[config.mk]
export PLATFORM = sky130hd
export DESIGN_NAME = rr8_burst_arbiter
export DESIGN_NICKNAME = d
export VERILOG_FILES = /design/src/rtl/rr_arb_pkg.sv /design/src/rtl/rr8_pick.sv /design/src/rtl/rr8_burst_arbiter.sv
export SDC_FILE = /design/constraint.sdc
export NUM_CORES = 1
export LEC_CHECK = 0
export ABC_AREA = 1
export CAP_MARGIN = 20
export CORE_UTILIZATION = 40
export CTS_BUF_LIST = sky130_fd_sc_hd__clkbuf_4 sky130_fd_sc_hd__clkbuf_8
export DETAILED_ROUTE_END_ITERATION = 8
export HOLD_SLACK_MARGIN = 0.08
export PLACE_DENSITY = 0.65
export SLEW_MARGIN = 20
export SYNTH_ARGS = -nofsm -noshare
export SYNTH_HDL_FRONTEND = slang
export SYNTH_SLANG_ARGS = --single-unit
[constraint.sdc]
create_clock -name clk -period 4.05 [get_ports clk]
set_input_delay 0.405 -clock clk [delete_from_list [all_inputs] [get_ports clk]]
set_output_delay 0.405 -clock clk [all_outputs]
set_load 0.02 [all_outputs]
[src/rtl/rr_arb_pkg.sv]
// Shared constants and state type for the 8-way round-robin burst arbiter.
package rr_arb_pkg;

    localparam int unsigned N     = 8;
    localparam int unsigned LEN_W = 4;

    typedef enum logic {
        StIdle = 1'b0,
        StOwn  = 1'b1
    } state_e;

endpackage

[src/rtl/rr8_pick.sv]
// Rotating-priority picker: first asserted req bit at or after ptr, wrapping modulo 8.
module rr8_pick (
    input  logic [7:0] req,
    input  logic [2:0] ptr,
    output logic [7:0] sel,
    output logic [2:0] sel_idx
);

    logic       found;
    logic [2:0] idx;

    always_comb begin
        sel     = '0;
        sel_idx = '0;
        found   = 1'b0;
        idx     = '0;
        // 3-bit addition wraps naturally, giving the modulo-8 scan order.
        for (int k = 0; k < 8; k++) begin
            idx = ptr + 3'(k);
            if (!found && req[idx]) begin
                found      = 1'b1;
                sel[idx]   = 1'b1;
                sel_idx    = idx;
            end
        end
    end

endmodule

[src/rtl/rr8_burst_arbiter.sv]
// Round-robin arbiter for 8 requesters; a winner owns the resource for a whole
// burst of req_len+1 accepted beats, with zero-bubble hand-off at burst end.
module rr8_burst_arbiter #(
    parameter int unsigned N     = 8,
    parameter int unsigned LEN_W = 4
) (
    input  logic               clk,
    input  logic               rst_n,
    input  logic [N-1:0]       req,
    input  logic [N*LEN_W-1:0] req_len,
    input  logic               beat,
    output logic [N-1:0]       gnt,
    output logic [2:0]         gnt_idx,
    output logic               busy,
    output logic               last
);

    import rr_arb_pkg::*;

    state_e           state_q, state_d;
    logic [2:0]       ptr_q, ptr_d;
    logic [LEN_W-1:0] cnt_q, cnt_d;
    logic [N-1:0]     gnt_q, gnt_d;
    logic [2:0]       gnt_idx_q, gnt_idx_d;

    logic             burst_end;
    logic [2:0]       pick_ptr;
    logic [7:0]       pick_sel;
    logic [2:0]       pick_idx;
    logic [LEN_W-1:0] pick_len;

    assign burst_end = (state_q == StOwn) && beat && (cnt_q == '0);
    // At burst end the re-pick must already see the advanced pointer.
    assign pick_ptr  = burst_end ? (gnt_idx_q + 3'd1) : ptr_q;
    assign pick_len  = req_len[int'(pick_idx) * LEN_W +: LEN_W];

    rr8_pick u_pick (
        .req     (req[7:0]),
        .ptr     (pick_ptr),
        .sel     (pick_sel),
        .sel_idx (pick_idx)
    );

    always_comb begin
        state_d   = state_q;
        ptr_d     = ptr_q;
        cnt_d     = cnt_q;
        gnt_d     = gnt_q;
        gnt_idx_d = gnt_idx_q;
        unique case (state_q)
            StIdle: begin
                if (|req) begin
                    state_d   = StOwn;
                    gnt_d     = pick_sel;
                    gnt_idx_d = pick_idx;
                    cnt_d     = pick_len;
                end
            end
            StOwn: begin
                if (burst_end) begin
                    ptr_d = gnt_idx_q + 3'd1;
                    if (|req) begin
                        gnt_d     = pick_sel;
                        gnt_idx_d = pick_idx;
                        cnt_d     = pick_len;
                    end else begin
                        state_d   = StIdle;
                        gnt_d     = '0;
                        gnt_idx_d = '0;
                        cnt_d     = '0;
                    end
                end else if (beat) begin
                    cnt_d = cnt_q - 1'b1;
                end
            end
            default: state_d = StIdle;
        endcase
    end

    always_ff @(posedge clk or negedge rst_n) begin
        if (!rst_n) begin
            state_q   <= StIdle;
            ptr_q     <= '0;
            cnt_q     <= '0;
            gnt_q     <= '0;
            gnt_idx_q <= '0;
        end else begin
            state_q   <= state_d;
            ptr_q     <= ptr_d;
            cnt_q     <= cnt_d;
            gnt_q     <= gnt_d;
            gnt_idx_q <= gnt_idx_d;
        end
    end

    assign gnt     = gnt_q;
    assign gnt_idx = gnt_idx_q;
    assign busy    = (state_q == StOwn);
    assign last    = busy && (cnt_q == '0);

endmodule

==> results.json, run 1 <==
{
  "layout_commonest_cell": "nand2_1",
  "stdcell_count": 588,
  "finalHoldViolations": 0,
  "rsz0062_at_grt": "false",
  "finalClockSkew_ns": 0.00257,
  "port_buffers": 55,
  "slew_headroom": 0.388,
  "setup.worst_path.end_class": "flip-flop",
  "synth-edff-count": 0,
  "netSwitchingFraction": 0.608,
  "seq_power_share": 0.093,
  "syn_to_final_growth_pct": 29.7,
  "timing.final.ws_setup_ns": 0.355,
  "critPathMaxFanout": 10,
  "syn_area_um2": 2610,
  "track_usage": 0.255,
  "globalRouteOverflowTotal": 0,
  "yosysWarnings": 0,
  "crit_type": "input pin to flip-flop",
  "pwr_density_cell_nw_per_um2": 994,
  "ys_ff_latch": 19,
  "cts_buffers": 3,
  "max_stage_delay_ns": 0.47,
  "ys_seq_area_frac": 0.182,
  "clk_pin_slew_ns": 0.07,
  "synth_compound_gate_area_share": 0.154,
  "post-place-cells": 582,
  "yosys-top-cells-area": "nand2_1 20%, dfrtp_1 18%, nand3_1 11%",
  "ys_async_sr_fraction": 1.00,
  "yosysTopAreaCell": "nand2_1",
  "p_switching_w": 0.00205,
  "fmax_mhz": 271,
  "drc": 0,
  "antenna_left": 0,
  "dieArea_um2": 6860,
  "p_leak_nw": 1.74,
  "fp.dieH_um": 82.8,
  "cpLargestDelayFamily": "simple AND/OR/NAND/NOR gates",
  "nets": 559,
  "cts_tree": "built",
  "report.final.slew_viol_count": 0,
  "antenna_found_initial": 0,
  "cap_violations": 0,
  "grt_pass1_vias": 2893,
  "clk_path_buf_depth": 2,
  "root_buffer": "clkbuf_8",
  "syn_nets": 494,
  "syn_avg_cell_area_um2": 5.84,
  "drive_above_1_share": 0.117,
  "core_area_um2": 6310,
  "synth_top_family_by_area": "simple AND/OR/NAND/NOR gates",
  "path_buf_inv": 3,
  "synth_fa_ha_area_frac": 0.0192,
  "finalPower_w": 0.00336,
  "finalCritPeriodShare": 0.912,
  "p_comb_frac": 0.865,
  "startpoint_type": "input pin",
  "critPathSlowestCell": "clkdlybuf4s50_1",
  "hpwl_um": 6650,
  "routedWlPerCell_um": 14.1,
  "start_util": 0.414,
  "num_vias": 3229,
  "tightest_slew_ns": 0.915,
  "nFillCells": 690,
  "irDropWorstVdd_uv": 529,
  "die_w_um": 82.8,
  "path_cells": "clkdlybuf4s50_1 > nand2_1 > inv_2 > nand3_4 > nand2_1 > nand2_2 > ha_1 > inv_2 > nand3_1 > nand3_1 > nand2_2 > nor2_4 > nand4_4 > nor2_4 > nand2_4 > nor2_1 > o21bai_4 > nand3_1 > nand2_1 > nand2_1 > nand2_1 > nand2_1 > a21oi_1",
  "cp_common_cell": "nand2_1",
  "finalSetupViolCount": 0,
  "synth_cells": 447,
  "ys_types": 41,
  "place_congestion": 1.04,
  "synthFlopType": "dfrtp_1",
  "grt_pass1_wl_um": 13300,
  "clock-sinks": 19,
  "clkPwrFrac": 0.042,
  "routed_wl_um": 8320,
  "synth_top_cell_area_share": 0.204,
  "synth-simple-area-share": 0.519,
  "ioPinCount": 56,
  "hold_path.class": "flip-flop to flip-flop",
  "vias_per_cell": 5.49,
  "grt_max_degree": 20,
  "antenna_cells": 0,
  "p_int_w": 0.00132,
  "cts_hold_buf": 0,
  "cp_data_arrival_time_ns": 3.89,
  "rows": 29,
  "cp_data_required_time_ns": 4.24,
  "ff2ff_setup_slack_ns": 0.35,
  "outcome": "finished clean",
  "dp_slack_ns": -0.0402,
  "synth_xor_xnor_area_share": 0.0101,
  "first_pass_iters": 6,
  "synthMuxAreaShare": 0,
  "drt_iter0_markers": 312,
  "cts_max_level": 1,
  "mostFrequentLayoutCells": "142 x nand2_1, 60 x nand3_1, 58 x inv_1, 55 x clkdlybuf4s50_1, 28 x nor2_1",
  "clk-insertion-delay-late_ns": 0.26,
  "fin_crit_ns": 3.70
}
-- Yosys cell counts, drive strengths merged (2+ instances only) --
library cell / n
a21oi: 17
buf: 6
clkbuf: 2
dfrtp: 19
ha: 4
inv: 65
nand2: 163
nand3: 63
nand3b: 9
nand4: 8
nor2: 32
nor3: 4
nor4: 2
o21ai: 31
o221ai: 5
o22ai: 3
o32ai: 2
xor2: 3
-- power groups by stage --
stage               sequential, W  clock [W]  combinational, W
detailed placement       0.000316          0           0.00276
global placement         0.000316          0           0.00278
global route             0.000322   0.000151           0.00323
finish                   0.000313   0.000142           0.00291
floorplan                0.000350          0           0.00202
CTS                      0.000313   0.000143           0.00277
-- final cells by class --
cell class,instances,area [um2],share of cell area
tap,77,96.3,0.0285
timing repair buffer,68,648,0.191
inverter,65,244,0.0721
sequential,19,475,0.140
clock buffer,4,48.8,0.0144
multi-input combinational,355,1870,0.553
-- worst min-delay path: stages, from the launching register on --
cell	delay, ns
dfrtp_1	0.34
nand2_1	0.05
nand2_1	0.05
-- layer usage --
layer	up-vias	GRT usage	part of all wire
met3	25	0.0262	0.065
li1	1605	-	-
met4	0	0.0879	0.027
met5	-	0	0
met2	170	0.464	0.50
met1	1429	0.309	0.41
-- state kept, by name (all words and copies together), names as in the netlist --
signal   flops
cnt_q        4
busy         1
gnt          8
ptr_q        3
gnt_idx      3
-- cell families (layout without fill, tap and decap cells) --
family | count (synthesis) | count (layout)
AND/OR/NAND/NOR | 282 | 282
buffers and inverters | 73 | 137
AO/OA/AOI/OAI | 66 | 66
flip-flops | 19 | 19
adder cells (fa/ha/maj) | 4 | 4
XOR/XNOR | 3 | 3
-- path summary, 6_finish.rpt --
kind                                  to  depth (start not counted)  startpoint
max in group asynchronous         gnt[0]                          1       rst_n
worst max-delay path            cnt_q[2]                         23        beat
worst min register to register    gnt[7]                          2      gnt[7]
min in group asynchronous         gnt[6]                          1       rst_n
worst min-delay path              gnt[7]                          2      gnt[7]
worst max register to register  cnt_q[2]                         22    cnt_q[0]
-- through the flow --
step | hold WS (ns) | util | cell area (um2) | setup TNS (ns)
floorplan | 0.109 | - | 2610 | 0
global placement | 0.466 | 0.520 | 3280 | 0
detailed placement | 0.464 | 0.520 | 3280 | -0.0455
CTS | 0.483 | 0.528 | 3330 | 0
global route | 0.501 | 0.536 | 3390 | 0
finish | 0.477 | 0.536 | 3390 | 0
-- what timing repair did --
| item | in CTS | in global routing |
|---|---|---|
| buffers inserted | 0 | 2 |
| setup endpoints to repair | 0 | 4 |
| resized for setup | 0 | 8 |
Note: power is estimated with default switching activity, not from simulation.
==> run 2: changes to the inputs <==
--- a/config.mk
+++ b/config.mk
@@ -12,7 +12,7 @@
 export DETAILED_ROUTE_END_ITERATION = 8
 export HOLD_SLACK_MARGIN = 0.08
 export PLACE_DENSITY = 0.65
-export SLEW_MARGIN = 20
+export SLEW_MARGIN = 10
 export SYNTH_ARGS = -nofsm -noshare
 export SYNTH_HDL_FRONTEND = slang
 export SYNTH_SLANG_ARGS = --single-unit
==> results of run 2 <==
Same layout as run 1: the final DEF is identical, and so are final timing and power.
